[config.mk]
export PLATFORM = sky130hd
export DESIGN_NAME = game_controller
export DESIGN_NICKNAME = d
export VERILOG_FILES = /design/src/rtl/game_controller.sv
export SDC_FILE = /design/constraint.sdc
export NUM_CORES = 1
export LEC_CHECK = 0
export BUFFER_PORTS_ARGS = -buffer_cell sky130_fd_sc_hd__buf_2
export CAP_MARGIN = 20
export CORE_ASPECT_RATIO = 0.5
export CORE_MARGIN = 3
export CORE_UTILIZATION = 25
export CTS_CLUSTER_SIZE = 28
export DETAILED_ROUTE_END_ITERATION = 7
export PLACE_DENSITY = 0.49
export RECOVER_POWER = 25
export SLEW_MARGIN = 30
export SYNTH_ARGS = -nofsm -noshare
export SYNTH_HDL_FRONTEND = slang
export SYNTH_SLANG_ARGS = --single-unit
export TNS_END_PERCENT = 5
[constraint.sdc]
create_clock -name clk_g -period 3.7 [get_ports clk_g]
set_clock_uncertainty 0.05 [all_clocks]
set_input_delay 0.185 -clock clk_g [delete_from_list [all_inputs] [get_ports clk_g]]
set_output_delay 0.185 -clock clk_g [all_outputs]
set_load 0.01 [all_outputs]
[src/rtl/game_controller.sv]
// Tic-tac-toe turn sequencer and referee: owns the board, validates moves,
// detects wins/draws one cycle after each accepted move and counts finished games.
module game_controller #(
    parameter int COUNT_W         = 14,
    parameter int MAX_GAMES       = 9999,
    parameter bit ALTERNATE_START = 1'b0
) (
    input  logic               clk_g,
    input  logic               rst_g,
    input  logic               move_valid_g,
    input  logic [3:0]         move_cell_g,
    input  logic               new_game_g,
    output logic [2:0]         gameState_g,
    output logic [17:0]        board_g,
    output logic [COUNT_W-1:0] numGamesPlayed_g,
    output logic [7:0]         win_line_g,
    output logic               move_reject_g
);

    typedef enum logic [2:0] {P1_TURN, P2_TURN, CHECK, DRAW, P1_WIN, P2_WIN} state_t;

    localparam logic [COUNT_W-1:0] MAX_CNT = COUNT_W'(MAX_GAMES);
    localparam int LA [8] = '{0, 3, 6, 0, 1, 2, 0, 2};
    localparam int LB [8] = '{1, 4, 7, 3, 4, 5, 4, 4};
    localparam int LC [8] = '{2, 5, 8, 6, 7, 8, 8, 6};

    state_t             state_reg, state_next;
    logic               mover_reg, mover_next;       // 0 = P1, 1 = P2
    logic               start_p2_reg, start_p2_next;
    logic [3:0]         move_cnt_reg, move_cnt_next;
    logic [17:0]        board_reg, board_next;
    logic [7:0]         win_reg, win_next;
    logic [COUNT_W-1:0] games_reg, games_next;
    logic               reject_reg, reject_next;
    logic [2:0]         game_state_reg, game_state_next;

    logic [1:0]  mover_code;
    logic [7:0]  line_hit;
    logic [31:0] board_ext;
    logic        cell_empty;
    logic        move_ok;
    logic        outcome;

    assign mover_code = mover_reg ? 2'b10 : 2'b01;
    assign board_ext  = {14'b0, board_reg};
    // The widened board keeps the occupancy lookup in range for cells 9..15.
    assign cell_empty = (board_ext[{move_cell_g, 1'b0} +: 2] == 2'b00);
    assign move_ok    = (move_cell_g <= 4'd8) && cell_empty;
    assign outcome    = (state_reg == DRAW) || (state_reg == P1_WIN) || (state_reg == P2_WIN);

    generate
        for (genvar gi = 0; gi < 8; gi++) begin : g_line
            assign line_hit[gi] = (board_reg[2*LA[gi] +: 2] == mover_code) &&
                                  (board_reg[2*LB[gi] +: 2] == mover_code) &&
                                  (board_reg[2*LC[gi] +: 2] == mover_code);
        end
    endgenerate

    always_ff @(posedge clk_g or posedge rst_g) begin
        if (rst_g) begin
            state_reg      <= P1_TURN;
            mover_reg      <= 1'b0;
            start_p2_reg   <= 1'b0;
            move_cnt_reg   <= '0;
            board_reg      <= '0;
            win_reg        <= '0;
            games_reg      <= '0;
            reject_reg     <= 1'b0;
            game_state_reg <= '0;
        end else begin
            state_reg      <= state_next;
            mover_reg      <= mover_next;
            start_p2_reg   <= start_p2_next;
            move_cnt_reg   <= move_cnt_next;
            board_reg      <= board_next;
            win_reg        <= win_next;
            games_reg      <= games_next;
            reject_reg     <= reject_next;
            game_state_reg <= game_state_next;
        end
    end

    always_comb begin
        state_next    = state_reg;
        mover_next    = mover_reg;
        start_p2_next = start_p2_reg;
        move_cnt_next = move_cnt_reg;
        board_next    = board_reg;
        win_next      = win_reg;
        games_next    = games_reg;
        reject_next   = 1'b0;
        if (new_game_g) begin
            // A simultaneous move is silently dropped.
            start_p2_next = ALTERNATE_START ? ~start_p2_reg : start_p2_reg;
            state_next    = start_p2_next ? P2_TURN : P1_TURN;
            mover_next    = start_p2_next;
            move_cnt_next = '0;
            board_next    = '0;
            win_next      = '0;
            if (outcome && games_reg != MAX_CNT)
                games_next = games_reg + 1'b1;
        end else begin
            case (state_reg)
                P1_TURN, P2_TURN: begin
                    if (move_valid_g) begin
                        if (move_ok) begin
                            for (int k = 0; k < 9; k++)
                                if (move_cell_g == 4'(k))
                                    board_next[2*k +: 2] = (state_reg == P2_TURN) ? 2'b10 : 2'b01;
                            mover_next    = (state_reg == P2_TURN);
                            move_cnt_next = move_cnt_reg + 4'd1;
                            state_next    = CHECK;
                        end else begin
                            reject_next = 1'b1;
                        end
                    end
                end
                CHECK: begin
                    reject_next = move_valid_g;
                    if (|line_hit) begin
                        state_next = mover_reg ? P2_WIN : P1_WIN;
                        win_next   = line_hit;
                    end else if (move_cnt_reg == 4'd9) begin
                        state_next = DRAW;
                    end else begin
                        state_next = mover_reg ? P1_TURN : P2_TURN;
                    end
                end
                default: reject_next = move_valid_g;
            endcase
        end
    end

    // During CHECK the display still shows whose move is being judged.
    always_comb begin
        game_state_next = 3'd0;
        case (state_next)
            P1_TURN: game_state_next = 3'd0;
            P2_TURN: game_state_next = 3'd1;
            CHECK:   game_state_next = {2'b00, mover_next};
            DRAW:    game_state_next = 3'd2;
            P1_WIN:  game_state_next = 3'd3;
            P2_WIN:  game_state_next = 3'd4;
            default: game_state_next = 3'd0;
        endcase
    end

    assign gameState_g      = game_state_reg;
    assign board_g          = board_reg;
    assign numGamesPlayed_g = games_reg;
    assign win_line_g       = win_reg;
    assign move_reject_g    = reject_reg;

endmodule

After elaboration in Yosys (flattened, before gate mapping):

Cells that the tools add are included.

* bits in registers: 52
* input bits: 8
* output and inout bits: 44

* muxes and demuxes: 39
* equal/unequal tests: 29
* shift operators: 1
* $lt $le $gt $ge: 1
* reduce and logical (&&, ||, !) cells: 51
* $add $sub $neg: 2

Operators with widths (number)
* $mux W18: 4
* $reduce_and A4 Y1: 9
* $shiftx A32 B6 Y2: 1
* $reduce_bool A2 Y1: 14
* $mux W2: 12
* $mux W8: 3
* $eq A2 B2 Y1: 9
* $logic_and A1 B1 Y1: 18
* $eq A4 B3 Y1 const B: 4
* $mux W4: 4
* $pmux W3 S5: 1
* $add A14 B1 Y14 const B: 1
* $ne A14 B14 Y1 const B: 1
* $eq A3 B2 Y1 const B: 4
* $eq A3 B3 Y1 const B: 4
* $mux W3: 4
* $mux W1: 10
* $eq A4 B2 Y1 const B: 2
* $eq A4 B4 Y1 const B: 2
* $reduce_or A8 Y1: 1
* $eq A3 B1 Y1 const B: 2
* $pmux W3 S2: 1
* $add A4 B1 Y4 const B: 1
* $eq A4 B1 Y1 const B: 1
* 8 further kinds: 10

Longest topological paths before layout:

* depth after elaboration: 10
* mapped depth: 8

Least setup slack after synthesis:

No wires, ideal clock.

* kind: register -> register
* from: register board_reg[17], in the netlist board_g[17]
* to: register game_state_reg[2], in the netlist gameState_g[2]
* clock period less this slack: 2.251 ns
* buffers on the path: 0
* data arrival time: 2.072 ns
* stages on the path, launching flop included: 8
* slack: 1.449 ns
* data required time: 3.522 ns
* setup time: 0.128 ns
* cells stage by stage: dfrtp_1 and3b_2 a22oi_1 a21oi_1 nor4_4 a2111oi_1 o32a_1 nor2b_4

* cells in the longest elaborated chain, start to end: 9

RTL lines
* from (decl): RTL line 31 `logic [17:0] board_reg, board_next;`
* from (signal assigned): RTL line 75 `board_reg <= board_next;`
* $shiftx A32 B6 Y2: RTL line 47 `assign cell_empty = (board_ext[{move_cell_g, 1'b0} +: 2] == 2'b00);`
* $logic_not A2 Y1: RTL line 47
* $logic_and A1 B1 Y1: RTL line 48 `assign move_ok = (move_cell_g <= 4'd8) && cell_empty;`
* $mux W3: RTL line 106 `if (move_ok) begin`
* $mux W3: RTL line 105 `if (move_valid_g) begin`
* $pmux W3 S2 (*): RTL line 103 `case (state_reg)`
* $mux W3 (*): RTL line 92 `if (new_game_g) begin`
* $eq A3 B3 Y1, or another cell as far along: RTL line 137 `case (state_next)`
* $pmux W3 S5 (*): RTL line 137
* via game_state_next[2]: RTL line 35 `logic [2:0] game_state_reg, game_state_next;`
* to (signal assigned): RTL line 79 `game_state_reg <= game_state_next;`
* to (decl): RTL line 35

Mark *: on every way through the listed nets, which the timed path passes. The rest lies on a longest branch.
A chain may end at the register's enable or synchronous reset.

Worst setup path in the final report:

* from: register mover_reg
* to: register game_state_reg[2], in the netlist gameState_g[2]

* cells in the longest elaborated chain, start to end: 10

RTL lines
* from (decl): RTL line 28 `logic mover_reg, mover_next;`
* from (signal assigned): RTL line 72 `mover_reg <= mover_next;`
* $mux W2: RTL line 44 `assign mover_code = mover_reg ? 2'b10 : 2'b01;`
* $eq A2 B2 Y1 (on tied branches): RTL line 53, 54, 55
* $logic_and A1 B1 Y1: RTL line 53 `assign line_hit[gi] = (board_reg[2*LA[gi] +: 2] == mover_code) &&`
* $logic_and A1 B1 Y1: RTL line 54 `(board_reg[2*LB[gi] +: 2] == mover_code) &&`
* $reduce_or A8 Y1: RTL line 120 `if (|line_hit) begin`
* $mux W3 (*): RTL line 120
* $pmux W3 S2 (*): RTL line 103
* $mux W3 (*): RTL line 92
* $eq A3 B3 Y1, or another cell as far along: RTL line 137
* $pmux W3 S5 (*): RTL line 137
* via game_state_next[2]: RTL line 35

Marks and branches as above.

==> reports/metrics.yaml <==
synth:
  syn_area_mm2: 0.00278
  synth_edf_count: 0
  synth_cell_type_count: 58
  synthAdderAreaFrac_pct: 1.35
  seq_area_frac_synth_pct: 46.9
  synth_cells: 263
  synthArstFlopShare_pct: 100
  yosys_most_used_dff: "dfrtp_1"
  synth_xor_area_share_pct: 5.05
  yosysWarnings: 0
  synthSimpleGateAreaFrac_pct: 23.3
  syn_nets: 274
  ys_ff_latch: 52
  synth_mux_area_share_pct: 4.46
  postSynthAreaPerCell_um2: 10.6
  synth_top_family_by_area: "simple AND/OR/NAND/NOR gates"
  synth_compound_area_share_pct: 16.2
placed_design:
  gp_congestion: 0.806
  dp.final_hpwl_mm: 5.26
  port_buffers: 51
  post-place-ws_ns: 1.11
  placed_area_mm2: 0.00316
power:
  leakage_nw: 1.36
  ir_worst_vdd_uv: 182
  power_density_mw_per_mm2: 351
  total_power_mw: 1.15
timing:
  tightestPinTransition_ns: 0.653
  relSlewSlack_pct: 56.4
  min_period_over_period_pct: 70.9
  max_freq_mhz: 381
  setup_ws_ns: 1.08
  period_needed_ns: 2.62
  rsz0062_at_grt: "no"
  whs_ns: 0.103
  drv_slew: 0
  hold_violations: 0
  setup_viol: 0
  finalSetupTns_ns: 0
hold_path:
  hold_path_class: "in -> reg"
  hold_path_startpoint: "move_valid_g"
grt:
  use_met3_pct: 2.91
  grt_pass1_vias: 2332
  antenna_found_initial: 0
  grtUsageMet1_pct: 15.6
  grt-ovfl-total: 0
  grt_pass1_wl_mm: 11.8
  grt_util_met2_pct: 19.7
  busiest_layer: "met2"
  grt_max_degree: 53
  grt.total_usage_pct: 11.9
setup_path:
  crit_type: "reg -> reg"
  cp-start-kind: "flop"
  crit_fanout: 16
  reg2reg_setup_slack_ns: 1.08
  r2r-start: "mover_reg"
  crit_path_end_kind: "flop"
  arrival_ns: 2.74
  crit_path_start: "mover_reg"
  cp_data_required_time_ns: 3.82
  r2r_end: "gameState_g[2]"
  rr_worst_depth: 7
  endpoint: "gameState_g[2]"
detailed_routing:
  drt_iter0_markers: 130
  drc: 0
  ant_nets: 0
  wl_mm: 7.02
  num_vias: 2217
  wl_per_cell_um: 15.5
  drt_first_pass_iters: 4
  viasPerCell: 4.90
clock_tree:
  cts_tree: "yes"
  cts_root_buf: "clkbuf_16"
  path_clk_slew_ns: 0.07
  postCtsSetupBuffers: 0
  clk_path_buf_depth: 2
  cts_buffers: 5
  cts.sinks: 52
  clk_latency_ns: 0.29
  htree_num_levels: 2
final_layout:
  area_delta_synth_final_pct: 17.9
  diodes: 0
  nNetsFinal: 323
  largest_register_ffs: 18
  final_common_cell: "dfrtp_1"
  drive_gt1_share_pct: 12.5
  final_cell_mix: "dfrtp_1 (52), clkbuf_1 (37), nor2_1 (35)"
  stdcell_area_mm2: 0.00327
die:
  rows: 26
  core-area_mm2: 0.0105
  fp.dieW_um: 155
  io_pins: 52
  die_y_um: 80.5
  dieArea_mm2: 0.0125
  initial_core_util_pct: 26.4
job:
  maxCapViolCount: 0
status:
  outcome: "finished clean"
[critical path: stages, from the launching register on]
cell       delay (ns)
dfrtp_1          0.55
and3b_2          0.32
a22oi_1          0.24
o22ai_1          0.16
nor4_4           0.47
a2111oi_1        0.18
o32a_1           0.39
nor2b_4          0.13
[where the power goes]
group / total [mW] / switching [mW] / internal, mW / leakage, nW
Sequential: 0.586 / 0.0100 / 0.576 / 0.722
Clock: 0.488 / 0.203 / 0.284 / 0.0760
Combinational: 0.0765 / 0.0516 / 0.0249 / 0.561
[worst min-delay path by stage]
stage               endpoint  cells after the start
2_1_floorplan  move_reject_g                      1
3_3_place_gp   move_reject_g                      2
3_5_place_dp   move_reject_g                      2
4_1_cts        move_reject_g                      2
5_1_grt        move_reject_g                      2
6_report       move_reject_g                      2
[per-stage QoR]
step / instances / utilization [%]
detailed placement: 444 / 30.0
CTS: 452 / 31.6
finish: 452 / 31.1
global placement: 444 / 30.0
floorplan: 263 / -
global route: 452 / 31.1
[routing by layer]
metal,share of wire (%),wire (µm)
met1,47,3320
met2,47,3290
met3,4.9,346
met4,0.78,55
met5,0,0
[cell type report]
class,count,area (µm²)
clock buffer,7,153
fill,1113,7240
inverter,6,25.0
multi-input combinational,195,1400
sequential,52,1300
tap,140,175
timing repair buffer,52,219
[repair_timing]
item	in CTS	in global routing
resized for setup	0	0
endpoints found under the hold margin	52	0
hold buffers	1	0
[cells in the mapped netlist, types with 2 or more instances]
| cell type | n | area, µm² |
|---|---|---|
| mux2i_1 | 9 | 90.1 |
| nand3_1 | 10 | 50.1 |
| and2b_1 | 2 | 15.0 |
| nor2_1 | 35 | 131 |
| and3b_2 | 3 | 30.0 |
| dfrtp_1 | 52 | 1300 |
| o22ai_1 | 3 | 18.8 |
| nand2b_1 | 3 | 18.8 |
| xor2_1 | 7 | 61.3 |
| or2_2 | 2 | 12.5 |
| o2bb2ai_1 | 19 | 166 |
| clkbuf_1 | 8 | 30.0 |
| o21a_1 | 2 | 15.0 |
| a21oi_1 | 6 | 30.0 |
| and3b_1 | 3 | 26.3 |
| xnor2_1 | 9 | 78.8 |
| inv_1 | 6 | 22.5 |
| a22oi_1 | 7 | 52.6 |
| buf_6 | 2 | 22.5 |
| ha_1 | 3 | 37.5 |
| nand2_1 | 11 | 41.3 |
| nor2b_1 | 8 | 50.1 |
| nor3_1 | 6 | 30.0 |
| nor3b_1 | 4 | 30.0 |
| nand3b_1 | 4 | 30.0 |
| or3_1 | 2 | 12.5 |
| nand4_1 | 2 | 12.5 |
| and3_1 | 5 | 31.3 |
[logic make-up (layout without fill, tap and decap cells)]
logic type               after synthesis  in the layout
AND/OR/NAND/NOR                      112            112
AO/OA/AOI/OAI                         53             53
flip-flops                            52             52
XOR/XNOR                              16             16
buffers and inverters                 16             65
multiplexers                          11             11
adder cells (fa/ha/maj)                3              3
Power figures use the tool's default switching activity.
